File: src/rtl/vram_scanline_fetcher.sv
// Streams one scanline of 32-bit VRAM words through a prefetch FIFO and serialises them to pixels.
// Optional VRAM_FETCH_4BPP_EN adds mode_4bpp_i for two zero-extended nibble pixels per byte.
module vram_scanline_fetcher #(
  parameter int unsigned LINE_WORDS = 80,
  parameter int unsigned FIFO_DEPTH = 8
) (
  input  logic        wb_clk_i,
  input  logic        wb_reset_i,
  input  logic        line_start_i,
  input  logic [14:0] line_addr_i,
`ifdef VRAM_FETCH_4BPP_EN
  input  logic        mode_4bpp_i,
`endif
  output logic        busy_o,
  output logic [14:0] vram_addr_o,
  input  logic [31:0] vram_data_i,
  output logic [7:0]  pix_data_o,
  output logic        pix_valid_o,
  input  logic        pix_ready_i,
  output logic        line_done_o
);

  localparam int unsigned PtrW = $clog2(FIFO_DEPTH);
  localparam int unsigned CntW = PtrW + 1;
  localparam int unsigned OccW = CntW + 1;
  localparam logic [15:0] LastIssue = 16'(LINE_WORDS);
  localparam logic [17:0] Px8 = 18'(4 * LINE_WORDS);
  localparam logic [17:0] Px4 = 18'(8 * LINE_WORDS);

  typedef enum logic [1:0] {StIdle, StFetch, StDrain} state_e;

  state_e            r_state;
  logic [14:0]       r_vram_addr;
  logic [15:0]       r_issue_cnt;
  logic [1:0]        r_inflight;
  logic [31:0]       r_fifo [FIFO_DEPTH];
  logic [PtrW-1:0]   r_wr_ptr, r_rd_ptr;
  logic [CntW-1:0]   r_fifo_cnt;
  logic [31:0]       r_word;
  logic [2:0]        r_sub;
  logic [7:0]        r_pix_data;
  logic              r_pix_valid;
  logic [17:0]       r_pix_cnt;
  logic              r_busy;

  logic              w_mode, w_fire, w_last_sub, w_pop, w_push, w_issue, w_line_done;
  logic [1:0]        w_inflight_n;
  logic [OccW-1:0]   w_occ;
  logic [17:0]       w_total;
  logic [7:0]        w_head_pix, w_next_pix;

`ifdef VRAM_FETCH_4BPP_EN
  logic r_mode;
  assign w_mode = r_mode;
`else
  assign w_mode = 1'b0;
`endif

  function automatic logic [7:0] pick_pix(input logic [31:0] word, input logic [2:0] idx,
                                          input logic mode);
    if (mode) pick_pix = {4'h0, word[{idx, 2'b00} +: 4]};
    else      pick_pix = word[{idx[1:0], 3'b000} +: 8];
  endfunction

  always_comb begin
    w_fire       = r_pix_valid && pix_ready_i;
    w_last_sub   = w_mode ? (r_sub == 3'd7) : (r_sub == 3'd3);
    w_pop        = (!r_pix_valid || (w_fire && w_last_sub)) && (r_fifo_cnt != '0);
    w_push       = r_inflight[1];
    w_inflight_n = {1'b0, r_inflight[1]} + {1'b0, r_inflight[0]};
    w_occ        = OccW'(r_fifo_cnt) + OccW'(w_inflight_n);
    // Counting in-flight reads against free space is what keeps the FIFO from overflowing.
    w_issue      = (r_state == StFetch) && (r_issue_cnt != LastIssue) &&
                   (w_occ < OccW'(FIFO_DEPTH));
    w_total      = w_mode ? Px4 : Px8;
    w_line_done  = (r_state == StDrain) && w_fire && (r_pix_cnt == w_total - 18'd1) &&
                   (r_fifo_cnt == '0) && (r_inflight == 2'b00);
    w_head_pix   = pick_pix(r_fifo[r_rd_ptr], 3'd0, w_mode);
    w_next_pix   = pick_pix(r_word, r_sub + 3'd1, w_mode);
  end

  always_ff @(posedge wb_clk_i) begin
    if (w_push) r_fifo[r_wr_ptr] <= vram_data_i;
  end

  always_ff @(posedge wb_clk_i) begin
    if (wb_reset_i) begin
      r_state     <= StIdle;
      r_vram_addr <= '0;
      r_issue_cnt <= '0;
      r_inflight  <= '0;
      r_wr_ptr    <= '0;
      r_rd_ptr    <= '0;
      r_fifo_cnt  <= '0;
      r_word      <= '0;
      r_sub       <= '0;
      r_pix_data  <= '0;
      r_pix_valid <= 1'b0;
      r_pix_cnt   <= '0;
      r_busy      <= 1'b0;
`ifdef VRAM_FETCH_4BPP_EN
      r_mode      <= 1'b0;
`endif
    end else begin
      r_inflight <= {r_inflight[0], 1'b0};
      if (w_push) r_wr_ptr <= r_wr_ptr + 1'b1;
      if (w_pop)  r_rd_ptr <= r_rd_ptr + 1'b1;
      if (w_push && !w_pop)      r_fifo_cnt <= r_fifo_cnt + 1'b1;
      else if (!w_push && w_pop) r_fifo_cnt <= r_fifo_cnt - 1'b1;

      if (w_pop) begin
        r_word      <= r_fifo[r_rd_ptr];
        r_sub       <= '0;
        r_pix_data  <= w_head_pix;
        r_pix_valid <= 1'b1;
      end else if (w_fire && w_last_sub) begin
        r_pix_valid <= 1'b0;
      end else if (w_fire) begin
        r_sub      <= r_sub + 3'd1;
        r_pix_data <= w_next_pix;
      end
      if (w_fire) r_pix_cnt <= r_pix_cnt + 18'd1;

      unique case (r_state)
        StIdle: begin
          if (line_start_i) begin
            // Latching the start address is itself the first read of the line.
            r_vram_addr <= line_addr_i;
            r_issue_cnt <= 16'd1;
            r_inflight  <= {r_inflight[0], 1'b1};
            r_sub       <= '0;
            r_pix_cnt   <= '0;
            r_busy      <= 1'b1;
`ifdef VRAM_FETCH_4BPP_EN
            r_mode      <= mode_4bpp_i;
`endif
            r_state     <= StFetch;
          end
        end
        StFetch: begin
          if (w_issue) begin
            r_vram_addr <= r_vram_addr + 15'd1;
            r_issue_cnt <= r_issue_cnt + 16'd1;
            r_inflight  <= {r_inflight[0], 1'b1};
          end
          if (r_issue_cnt == LastIssue) r_state <= StDrain;
        end
        StDrain: begin
          if (w_line_done) begin
            r_busy  <= 1'b0;
            r_state <= StIdle;
          end
        end
        default: r_state <= StIdle;
      endcase
    end
  end

  assign busy_o      = r_busy;
  assign vram_addr_o = r_vram_addr;
  assign pix_data_o  = r_pix_data;
  assign pix_valid_o = r_pix_valid;
  assign line_done_o = w_line_done;

endmodule

File: config.mk
export PLATFORM = sky130hd
export DESIGN_NAME = vram_scanline_fetcher
export DESIGN_NICKNAME = d
export VERILOG_FILES = /design/src/rtl/vram_scanline_fetcher.sv
export SDC_FILE = /design/constraint.sdc
export NUM_CORES = 1
export LEC_CHECK = 0
export CAP_MARGIN = 5
export CORE_ASPECT_RATIO = 1.25
export CORE_UTILIZATION = 35
export DETAILED_ROUTE_END_ITERATION = 12
export SLEW_MARGIN = 40
export SYNTH_ARGS = -nofsm -noshare
export SYNTH_HDL_FRONTEND = slang
export SYNTH_SLANG_ARGS = --single-unit
File: constraint.sdc
create_clock -name wb_clk_i -period 5.16 [get_ports wb_clk_i]
set_input_delay 1.032 -clock wb_clk_i [delete_from_list [all_inputs] [get_ports wb_clk_i]]
set_output_delay 1.032 -clock wb_clk_i [all_outputs]
set_load 0.05 [all_outputs]
==> key figures, run 1 <==
Run status
  • Status: finished clean

Clock network
  • Post-CTS sizing: 0
  • CTS Buf Count: 40
  • Maximum clock insertion buffer count: 3
  • CTS H-Tree Depth: 2
  • CTS tree: built
  • Clock tree root driver cell: clkbuf_16
  • Hold-fix buffers, CTS: 0
  • Clock sinks: 367
  • Later-pin clock latency in the skew report: 0.53 ns
  • Worst-path clk slew: 0.05 ns
  • Setup bufs post-CTS: 0

Final layout
  • Filler instances: 3737
  • ANT cells: 0
  • Layout cells sized above 1: 0.154
  • Fin nets: 1120
  • P&R area growth vs syn: 18.2%

Critical path
  • Critical Path Source: pix_ready_i
  • FF-to-FF End: r_fifo_cnt[3]$_SDFFE_PP0P_
  • R2R cell count: 13
  • Kind of start point of the critical path: input port
  • Critical Path End: line_done_o
  • R2r setup slk: 2.13 ns
  • Worst path required time: 4.13 ns
  • CP Class: in -> out
  • CP arrival: between 3 and 4 ns
  • CP max FO: 6
  • CP Capture Type: output pin
  • RR Startpoint: r_sub[0]$_SDFF_PP0_

Timing
  • Min Hold Slack: 0.490 ns
  • Unrepaired setup endpoints after global routing: no
  • Final setup TNS: 0 ns
  • Final hold vios: 0
  • Pins Over Slew Limit: 0
  • Clock Skews: 0.0122 ns
  • Slew headroom: 0.448
  • Worst-margin pin slew: between 0.8 and 0.9 ns
  • Final setup violation count: 0
  • Post-route minimum period: 4.36 ns
  • Max Freq: 0.229 GHz
  • Final period util: 0.845

Routing
  • First DRT Iteration DRCs: 468
  • Antenna-violating nets left: 0
  • Routed WL: 31.1 mm
  • Total number of vias: 8455
  • Vias per inst: 5.16
  • DR DRC count: 0
  • DRT Pass-1 Iters: 5
  • DR WL/cell: around 19 um

Synthesis
  • FF+latch count, synth: 367
  • Distinct cells, synth: between 50 and 60
  • Mean Syn Cell Area: approximately 15 um2
  • Top post-synthesis cells by area: edfxtp_1 52%, dfxtp_1 15%, mux4_2 11%
  • Yosys warns: 0
  • Sequential share of the synthesized area: 0.674
  • Prevailing post-synth register cell: edfxtp_1
  • Asr flop ratio synth: 0
  • Syn Inst Count: 974
  • Post-synth top area share: 0.523
  • Netlist Area Pre-Place: 14700 um2
  • Mapped Nets: 1038
  • EDFF count, synth: 256
  • Yosys top cell by area: edfxtp_1

Worst hold path
  • Min-delay worst type: reg -> reg

Floorplanning
  • Die width: 185 um
  • Initial Util: 0.357
  • # IOs: 77
  • Die area: ~43000 um2
  • Die Span Y: between 200 and 250 um
  • Core area: 41200 um2
  • Rows: 83

GRT
  • Largest net degree at the start of global routing: 87
  • Vias in the first global route: 8470
  • Met2 Usage GRT: 0.256
  • First-pass GRT wire length: ~49 mm
  • Met3 Use GR: 0.0273
  • Most crowded layer after global routing: met2
  • Initial antenna violation count: 0
  • Met1 global-route usage: 0.191
  • Total gr overflow: 0
  • Gr usage total: 0.149

Placed design
  • Gpl congestion: 0.746
  • DP Wirelength: roughly 19 mm
  • Buffers on Ports: 76

Power
  • Leak: about 5.5 nW
  • Worst vdd ir: around 0.00027 V
  • Cell Pwr Density: 462 nW/um2

Run
  • Max-Cap Viols: 0
-- kinds of logic (layout without fill, tap and decap cells) --
| family | after synthesis | count (layout) | synth area share |
|---|---|---|---|
| DFF | 367 | 367 | 0.674 |
| and+or+nand+nor | 265 | 265 | 0.0874 |
| AOI/OAI and AO/OA | 139 | 139 | 0.0635 |
| muxes | 101 | 101 | 0.130 |
| buffers and inverters | 66 | 178 | 0.0201 |
| xor gates and xnor gates | 23 | 23 | 0.0137 |
| adders and majority gates | 13 | 13 | 0.0116 |
-- synthesized netlist by cell type (2+ instances only) --
cell type  count
buf_1          2
and3_1         8
ha_1          12
or3_1         14
nand3_1       23
and4_1         3
a31oi_1        3
or2_2          3
mux2i_1       29
a21oi_1       40
and2_1         2
edfxtp_1     256
o32ai_1        3
o31ai_1        7
inv_1          9
nor4b_1        2
nor4_1         8
a211oi_1      35
nand2_1       59
nor2_1        85
buf_2          8
mux4_2        72
or4_1          4
nor3b_1        2
nand2b_1      15
nor3_1        12
nor2b_1       12
o21ai_0       22
xnor2_1       13
dfxtp_1      111
xor2_1        10
clkbuf_1      38
nand4_1       11
a311oi_1      17
buf_4          8
-- cell type report --
class                   count  area (um2)  share of cell area
repair buffers             97         917              0.0528
clock inverters            22         181              0.0104
well taps                 552         691              0.0397
multi-input cells         541        4570               0.263
flip-flops and latches    367        9920               0.570
clock buffers              50        1070              0.0615
inverters                   9        33.8             0.00194
-- power by group --
group | switching, W | leakage (nW) | internal, W
Sequential | 0.000239 | 3.22 | 0.00338
Clock | 0.00110 | 0.610 | 0.00162
Combinational | 0.000953 | 1.64 | 0.000749
Total | 0.00229 | 5.46 | 0.00574
-- how the worst min path moves through the flow --
| stage | cells after the start | end | slack (ns) | from |
|---|---|---|---|---|
| after floorplan | 2 | r_pix_cnt[1]$_SDFF_PP0_ | 0.45 | r_pix_cnt[1]$_SDFF_PP0_ |
| after global placement | 2 | r_pix_cnt[1]$_SDFF_PP0_ | 0.46 | r_pix_cnt[1]$_SDFF_PP0_ |
| after detailed placement | 2 | flip-flop | 0.47 | r_rd_ptr[1]$_SDFFE_PP0P_ |
| after CTS | 2 | busy_o$_SDFFE_PP0P_ | 0.49 | busy_o$_SDFFE_PP0P_ |
| after global routing | 2 | r_pix_cnt[1]$_SDFF_PP0_ | 0.51 | r_pix_cnt[1]$_SDFF_PP0_ |
| final | 2 | r_pix_cnt[1]$_SDFF_PP0_ | 0.49 | r_pix_cnt[1]$_SDFF_PP0_ |
-- routing by layer --
layer	vias up	routed length, um	part of all wire
met5	-	0	0
met4	0	558	0.018
met3	41	1330	0.043
met2	185	15800	0.51
met1	4273	13500	0.43
li1	3956	-	-
-- stage by stage --
stage	total power, W	area (um2)	setup WS (ns)	std cells	utilization
5_1_grt	0.00842	17400	0.736	1638	0.422
3_3_place_gp	0.00538	16100	0.843	1566	0.391
6_report	0.00803	17400	0.802	1638	0.422
2_1_floorplan	0.00491	14700	1.91	974	-
4_1_cts	0.00814	17400	0.801	1638	0.421
3_5_place_dp	0.00541	16100	0.821	1566	0.391
-- cell usage in the layout, fill, tap and decap left out, drive strengths merged, types with 4 or more instances in the layout --
cell,netlist,final
mux2i,29,29
xnor2,13,13
xor2,10,10
o21ai,22,22
nor3,12,12
or4,4,4
nor2,85,85
clkdlybuf4s50,0,75
nand3,23,23
nand2b,16,16
or3,14,14
inv,9,11
buf,19,22
o31ai,8,8
a211oi,35,35
and3,8,8
a21oi,40,40
nand2,59,59
nor2b,12,12
a311oi,17,17
clkbuf,38,50
nor4,8,8
clkinv,0,16
nand4,11,11
dfxtp,111,111
ha,12,12
edfxtp,256,256
mux4,72,72
-- sequential cells by signal, summed over array words and instances, names as in the netlist, named ones only --
name         cells
r_issue_cnt     16
r_pix_cnt       18
r_fifo_cnt       4
r_rd_ptr         3
r_sub            3
r_inflight       2
vram_addr_o     15
r_state          2
busy_o           1
r_wr_ptr         3
pix_data_o       8
r_word          32
r_fifo         256
pix_valid_o      1
-- critical path, stage by stage --
cell	delay, ns
clkdlybuf4s50_1	0.58
and4_1	0.25
nand4_1	0.14
or3_1	0.46
inv_1	0.08
clkdlybuf4s50_1	0.79
Power figures use the tool's default switching activity.
==> inputs of run 2 (changes only) <==
==> constraint.sdc (replaced) <==
create_clock -name wb_clk_i -period 4.3 [get_ports wb_clk_i]
set_input_delay 0.86 -clock wb_clk_i [delete_from_list [all_inputs] [get_ports wb_clk_i]]
set_output_delay 0.86 -clock wb_clk_i [all_outputs]
set_load 0.05 [all_outputs]
==> run 2 against run 1 <==
Effect of this change: non-clock buffer count up 1; die area stayed put; first-iteration DRC count increased by 6.2%; highest routed layer unchanged; register-to-register slack worse by 0.79 ns; critical path depth did not move; critical endpoint unchanged; count of clock-buffer cells in the layout grew 5; utilization increased by 0.22 points; final cell count about the same; setup slack better by 0.099 ns; clock power is 23% higher; flip-flop and latch count stayed put.
==> key figures, run 2 (same netlist as run 1, synthesis figures left out) <==
Placed design
  • Gpl congestion: 0.728 (-2.5%)
  • DP Wirelength: 18.8 mm (+1.5%)
  • Area after DPL: 16200 um2 (+0.34%)
  • Buffers on Ports: 76 (unchanged)
  • Number of placed cells counting well taps: 1566 (unchanged)

Power
  • Clk pwr share: 0.341 (+0.003)
  • Sw power: 0.00278 W (+21%)
  • Net Sw Frac: 0.285 (+0.000399)
  • PnR Total Power: 0.00974 W (+21%)
  • Cell Pwr Density: 557 nW/um2 (+21%)
  • Worst vdd ir: 0.000351 V (+32%)
  • Sequential group share of total power: 0.447 (-0.004)
  • Comb power frac: 0.212 (about the same)
  • P_int: 0.00696 W (+21%)
  • Leak: 5.49 nW (+0.59%)

Final layout
  • Filler instances: 3772 (+0.94%)
  • Top flop regs: r_fifo: 256 flops, r_word: 32 flops, r_pix_cnt: 18 flops
  • Most flops, register: r_fifo
  • Multi-input gate area: 4590 um2 (+0.33%)
  • ANT cells: 0 (unchanged)
  • Most common cell after layout, fill and taps aside: edfxtp_1
  • Largest register FFs: 256 (unchanged)
  • Most frequent cells in the layout: 256 x edfxtp_1, 108 x dfxtp_1, 79 x nor2_1
  • Final Non-Filler Cells: 1637 (-0.061%)
  • Final Cell Area: 17500 um2 (+0.53%)
  • Layout cells sized above 1: 0.158 (+0.00383)
  • Register area: 9920 um2 (about the same)
  • Fin nets: 1120 (unchanged)
  • P&R area growth vs syn: 18.8%

Floorplanning
  • Die area: 42800 um2 (unchanged)
  • Die Span Y: 231 um (unchanged)
  • Initial Util: 0.357 (unchanged)
  • Core area: 41200 um2 (unchanged)
  • Die width: 185 um (unchanged)
  • Rows: 83 (unchanged)
  • # IOs: 77 (unchanged)

Critical path
  • Critical-path top delay cell: clkdlybuf4s50_1
  • R2R cell count: 13 (unchanged)
  • Worst path required time: 3.44 ns (-0.69 ns)
  • Crit-path leading delay family: simple AND/OR/NAND/NOR gates
  • R2r setup slk: 1.34 ns (-0.79 ns)
  • FF-to-FF End: r_fifo_cnt[3]$_SDFFE_PP0P_
  • Crit path buf inv count: 3 (unchanged)
  • CP max FO: 6 (unchanged)
  • CP Capture Type: output pin
  • CP arrival: 2.54 ns (-0.79 ns)
  • Worst path cell trace: clkdlybuf4s50_1 -> and4_1 -> nand4_1 -> or3_1 -> inv_1 -> buf_4
  • Kind of start point of the critical path: input port
  • Worst stage delay on the critical path: 0.58 ns (-0.21 ns)
  • CP Class: in -> out
  • RR Startpoint: r_sub[0]$_SDFF_PP0_

Routing
  • DR DRC count: 0 (unchanged)
  • Met1 Wirelength: 13.6 mm (+0.98%)
  • DRT Pass-1 Iters: 5 (unchanged)
  • DR WL/cell: 19.0 um (+0.13%)
  • Total number of vias: 8354 (-1.2%)
  • Wire length on met2: 15.6 mm (-1.2%)
  • Met3 wire length: 1.24 mm (-6.3%)
  • First DRT Iteration DRCs: 497 (+6.2%)
  • Top layer in use: met4
  • Routed WL: 31.1 mm (about the same)
  • Antenna-violating nets left: 0 (unchanged)
  • Vias per inst: 5.10 (-1.1%)

Timing
  • Post-route minimum period: between 3 and 4 ns
  • Pins Over Slew Limit: 0 (unchanged)
  • Final period util: 0.790
  • Worst-margin pin slew: 0.767 ns (-0.0614 ns)
  • Clock Skews: 0.0111 ns (-0.00111 ns)
  • Slew headroom: 0.489 (+0.0409)
  • Final setup violation count: 0 (unchanged)
  • Unrepaired setup endpoints after global routing: no
  • Final setup TNS: 0 ns (unchanged)
  • Final hold vios: 0 (unchanged)
  • Max Freq: approximately 0.3 GHz

Clock network
  • Worst-path clk slew: 0.06 ns (about the same)
  • Clock tree root driver cell: clkbuf_16
  • Later-pin clock latency in the skew report: 0.53 ns (about the same)
  • Maximum clock insertion buffer count: 3 (unchanged)
  • Setup bufs post-CTS: 0 (unchanged)
  • CTS H-Tree Depth: 2 (unchanged)
  • Hold-fix buffers, CTS: 0 (unchanged)
  • CTS tree: built
  • Clock sinks: 367 (unchanged)
  • Post-CTS sizing: 0 (unchanged)
  • CTS Buf Count: 39 (-2.5%)

GRT
  • Largest net degree at the start of global routing: 87 (unchanged)
  • Initial antenna violation count: 0 (unchanged)
  • First-pass GRT wire length: 48.9 mm (+0.65%)
  • Vias in the first global route: 8441 (-0.34%)
  • Gr usage total: 0.149 (+0.000433)
  • Total gr overflow: 0 (unchanged)

Worst hold path
  • Min-delay worst type: reg -> reg
  • HP Start: r_rd_ptr[1]$_SDFFE_PP0P_
  • WHS Path Cells: 2 (unchanged)

Run
  • Max-Cap Viols: 0 (unchanged)

Run status
  • Status: finished clean
## run 2: cell types whose count changed in the layout (fill, tap and decap cells not counted), sizes merged
| cell | previous run | this run |
|---|---|---|
| clkbuf | 50 | 55 |
| inv | 11 | 9 |
| buf | 22 | 24 |
| clkdlybuf4s50 | 75 | 74 |
| clkinv | 16 | 11 |
## run 2: how the worst max path moves through the flow
stage | startpoint | end | slack, ns | depth (start not counted)
floorplan | r_inflight[1]$_SDFF_PP0_ | r_fifo[0][0]$_DFFE_PP_ | 1.05 | 2
global placement | pix_ready_i | line_done_o | 0.91 | 6
detailed placement | pix_ready_i | line_done_o | 0.89 | 6
CTS | pix_ready_i | line_done_o | 0.88 | 6
global route | pix_ready_i | line_done_o | 0.79 | 6
finish | pix_ready_i | line_done_o | 0.90 | 6
## run 2: cell type report
| class | count | area share |
|---|---|---|
| clock buffer | 55 | 0.0640 |
| clock inverter | 15 | 0.00816 |
| inverter | 9 | 0.00193 |
| multi-input combinational | 541 | 0.263 |
| sequential | 367 | 0.568 |
| tap | 552 | 0.0395 |
| timing repair buffer | 98 | 0.0560 |
## run 2: power by group through the flow
stage / combinational (W) / clock [W] / sequential, W
detailed placement: 0.00203 / 0 / 0.00447
CTS: 0.00204 / 0.00340 / 0.00440
finish: 0.00206 / 0.00333 / 0.00436
floorplan: 0.00143 / 0 / 0.00446
global route: 0.00226 / 0.00354 / 0.00440
global placement: 0.00200 / 0 / 0.00447
## run 2: routing by layer
layer  global-route usage  vias up
met1                0.194     4190
met3               0.0278       45
met5                    0        -
li1                     -     3965
met4               0.0457        0
met2                0.251      154
## run 2: worst reg2reg max path, cell delays in order (launching register included)
cell	delay, ns
dfxtp_1	0.67
ha_1	0.28
ha_1	0.17
nand2_1	0.10
a21oi_4	0.18
inv_1	0.07
ha_1	0.20
inv_1	0.11
ha_1	0.24
a21o_1	0.18
a21oi_1	0.17
xnor2_1	0.09
or3_1	0.30
a21oi_1	0.14
## run 2: through the flow
stage               worst slack, ns   util  hold WS [ns]
floorplan                      1.05      -         0.453
global placement              0.906  0.391         0.470
detailed placement            0.886  0.392         0.475
CTS                           0.881  0.423         0.484
global route                  0.794  0.424         0.513
finish                        0.901  0.424         0.483
==> inputs of run 3 (changes only) <==
==> constraint.sdc (replaced) <==
create_clock -name wb_clk_i -period 3.3 [get_ports wb_clk_i]
set_input_delay 0.66 -clock wb_clk_i [delete_from_list [all_inputs] [get_ports wb_clk_i]]
set_output_delay 0.66 -clock wb_clk_i [all_outputs]
set_load 0.05 [all_outputs]
==> run 3 against run 2 <==
Effect of this change: design area grew 0.19%; sequential power grew 29%; total power grew 29%; non-clock buffer count grew 6; register-to-register slack lost 0.55 ns; setup slack lost 0.63 ns; combinational power grew 35%; flip-flop and latch count is the same; clock power grew 25%; die area is the same; critical endpoint unchanged; largest power group unchanged.
==> key figures, run 3 (same netlist as run 1, synthesis figures left out) <==
Routing
  • First DRT Iteration DRCs: 544 (+9.5%)
  • Vias per inst: 5.14 (+0.62%)
  • DR WL/cell: 19.1 um (+0.55%)
  • DRT Pass-1 Iters: 5 (unchanged)
  • Total number of vias: 8437 (+0.99%)
  • DR DRC count: 0 (unchanged)
  • Antenna-violating nets left: 0 (unchanged)
  • Routed WL: 31.4 mm (+0.92%)

Clock network
  • Worst-path clk slew: 0.06 ns (about the same)
  • CTS tree: built
  • CTS H-Tree Depth: 2 (unchanged)
  • Maximum clock insertion buffer count: 3 (unchanged)
  • Setup bufs post-CTS: 0 (unchanged)
  • Post-CTS sizing: 0 (unchanged)
  • CTS Buf Count: 39 (unchanged)
  • Hold-fix buffers, CTS: 0 (unchanged)
  • Later-pin clock latency in the skew report: 0.53 ns (about the same)
  • Clock sinks: 367 (unchanged)
  • Clock tree root driver cell: clkbuf_16

Floorplanning
  • Initial Util: 0.357 (unchanged)
  • # IOs: 77 (unchanged)
  • Die Span Y: 231 um (unchanged)
  • Die width: 185 um (unchanged)
  • Core area: 41200 um2 (unchanged)
  • Die area: 42800 um2 (unchanged)
  • Rows: 83 (unchanged)

Timing
  • Unrepaired setup endpoints after global routing: no
  • Final setup violation count: 0 (unchanged)
  • Max Freq: 0.330 GHz
  • Pins Over Slew Limit: 0 (unchanged)
  • Slew headroom: 0.546 (+0.0575)
  • Final worst slack: 0.273 ns (-0.629 ns)
  • Post-route minimum period: 3.03 ns
  • Final hold vios: 0 (unchanged)
  • Clock Skews: 0.0213 ns (+0.0102 ns)
  • Worst-margin pin slew: 0.681 ns (-0.0862 ns)
  • Final period util: 0.917
  • Final setup TNS: 0 ns (unchanged)
  • Min Hold Slack: 0.485 ns (+0.00220 ns)

Run status
  • Status: finished clean

GRT
  • First-pass GRT wire length: 48.8 mm (-0.18%)
  • Initial antenna violation count: 0 (unchanged)
  • Largest net degree at the start of global routing: 87 (unchanged)
  • Vias in the first global route: 8472 (+0.37%)
  • Gr usage total: 0.150 (+0.000446)
  • Total gr overflow: 0 (unchanged)

Critical path
  • CP Class: in -> out
  • Critical Path Source: pix_ready_i
  • R2r setup slk: 0.79 ns (-0.55 ns)
  • Kind of start point of the critical path: input port
  • Worst path required time: 2.64 ns (-0.80 ns)
  • R2R cell count: 13 (unchanged)
  • RR Startpoint: r_sub[0]$_SDFF_PP0_
  • CP max FO: 5 (-1)
  • Critical Path End: line_done_o
  • FF-to-FF End: r_fifo_cnt[3]$_SDFFE_PP0P_
  • CP arrival: 2.37 ns (-0.17 ns)
  • CP Capture Type: output pin

Final layout
  • Fin nets: 1126 (+0.54%)
  • Top flop regs: r_fifo: 256 flops, r_word: 32 flops, r_pix_cnt: 18 flops
  • Largest register FFs: 256 (unchanged)
  • Most flops, register: r_fifo
  • P&R area growth vs syn: 19.0%
  • Most common cell after layout, fill and taps aside: edfxtp_1
  • Layout cells sized above 1: 0.166 (+0.00830)
  • Fin util: 0.425 (+0.000790)
  • Most frequent cells in the layout: 256 x edfxtp_1, 108 x dfxtp_1, 79 x nor2_1
  • Filler instances: 3740 (-0.85%)
  • ANT cells: 0 (unchanged)

Run
  • Max-Cap Viols: 0 (unchanged)

Placed design
  • Buffers on Ports: 76 (unchanged)
  • Placement Setup Slack: 0.256 ns (-0.629 ns)
  • Gpl congestion: 0.761 (+4.6%)
  • DP Wirelength: 19.0 mm (+1.0%)

Power
  • Worst vdd ir: 0.000353 V (+0.50%)
  • Leak: 5.53 nW (+0.62%)
  • Cell Pwr Density: 719 nW/um2 (+29%)
  • PnR Total Power: 0.0126 W (+29%)

Worst hold path
  • Min-delay worst type: reg -> reg
run 3: cell types whose count changed in the layout (fill, tap and decap cells not counted), sizes merged:
cell	before	now
clkbuf	55	47
inv	9	10
clkinv	11	19
buf	24	30
clkinvlp	1	0
run 3: how the worst min path moves through the flow:
stage | end | slack, ns | cells past startpoint | from
5_1_grt | r_issue_cnt[6]$_SDFFE_PP0P_ | 0.52 | 2 | r_issue_cnt[6]$_SDFFE_PP0P_
3_5_place_dp | busy_o$_SDFFE_PP0P_ | 0.47 | 2 | busy_o$_SDFFE_PP0P_
3_3_place_gp | r_pix_cnt[1]$_SDFF_PP0_ | 0.46 | 2 | r_pix_cnt[1]$_SDFF_PP0_
2_1_floorplan | r_pix_cnt[1]$_SDFF_PP0_ | 0.45 | 2 | r_pix_cnt[1]$_SDFF_PP0_
4_1_cts | busy_o$_SDFFE_PP0P_ | 0.49 | 2 | busy_o$_SDFFE_PP0P_
6_report | busy_o$_SDFFE_PP0P_ | 0.48 | 2 | busy_o$_SDFFE_PP0P_
run 3: routing by layer:
metal,GRT usage,vias up,routed length [um]
met3,0.0226,41,1190
met5,0,-,0
met1,0.196,4260,13800
li1,-,3975,-
met2,0.258,161,15800
met4,0.0393,0,551
run 3: stage by stage:
step	area, um2	instances
after floorplan	14700	974
after global placement	16300	1572
after detailed placement	16300	1572
after CTS	17500	1642
after global routing	17500	1643
final	17500	1643
run 3: power breakdown:
part / switching [W] / total, W / internal, W
Combinational: 0.00154 / 0.00279 / 0.00125
Sequential: 0.000354 / 0.00564 / 0.00528
Clock: 0.00173 / 0.00416 / 0.00243
run 3: layout make-up:
| cell class | instances | area, um2 | area share |
|---|---|---|---|
| flip-flops and latches | 367 | 9920 | 0.566 |
| multi-input cells | 541 | 4570 | 0.261 |
| repair buffers | 104 | 1090 | 0.0622 |
| clock buffers | 47 | 1020 | 0.0580 |
| well taps | 552 | 691 | 0.0395 |
| clock inverters | 23 | 194 | 0.0111 |
| inverters | 9 | 33.8 | 0.00193 |
run 3: critical path, stage by stage:
cell and delay, ns:
clkdlybuf4s50_1 0.51, buf_4 0.14, and4_1 0.22, nand4_1 0.13, or3_1 0.45, inv_1 0.12, buf_12 0.14
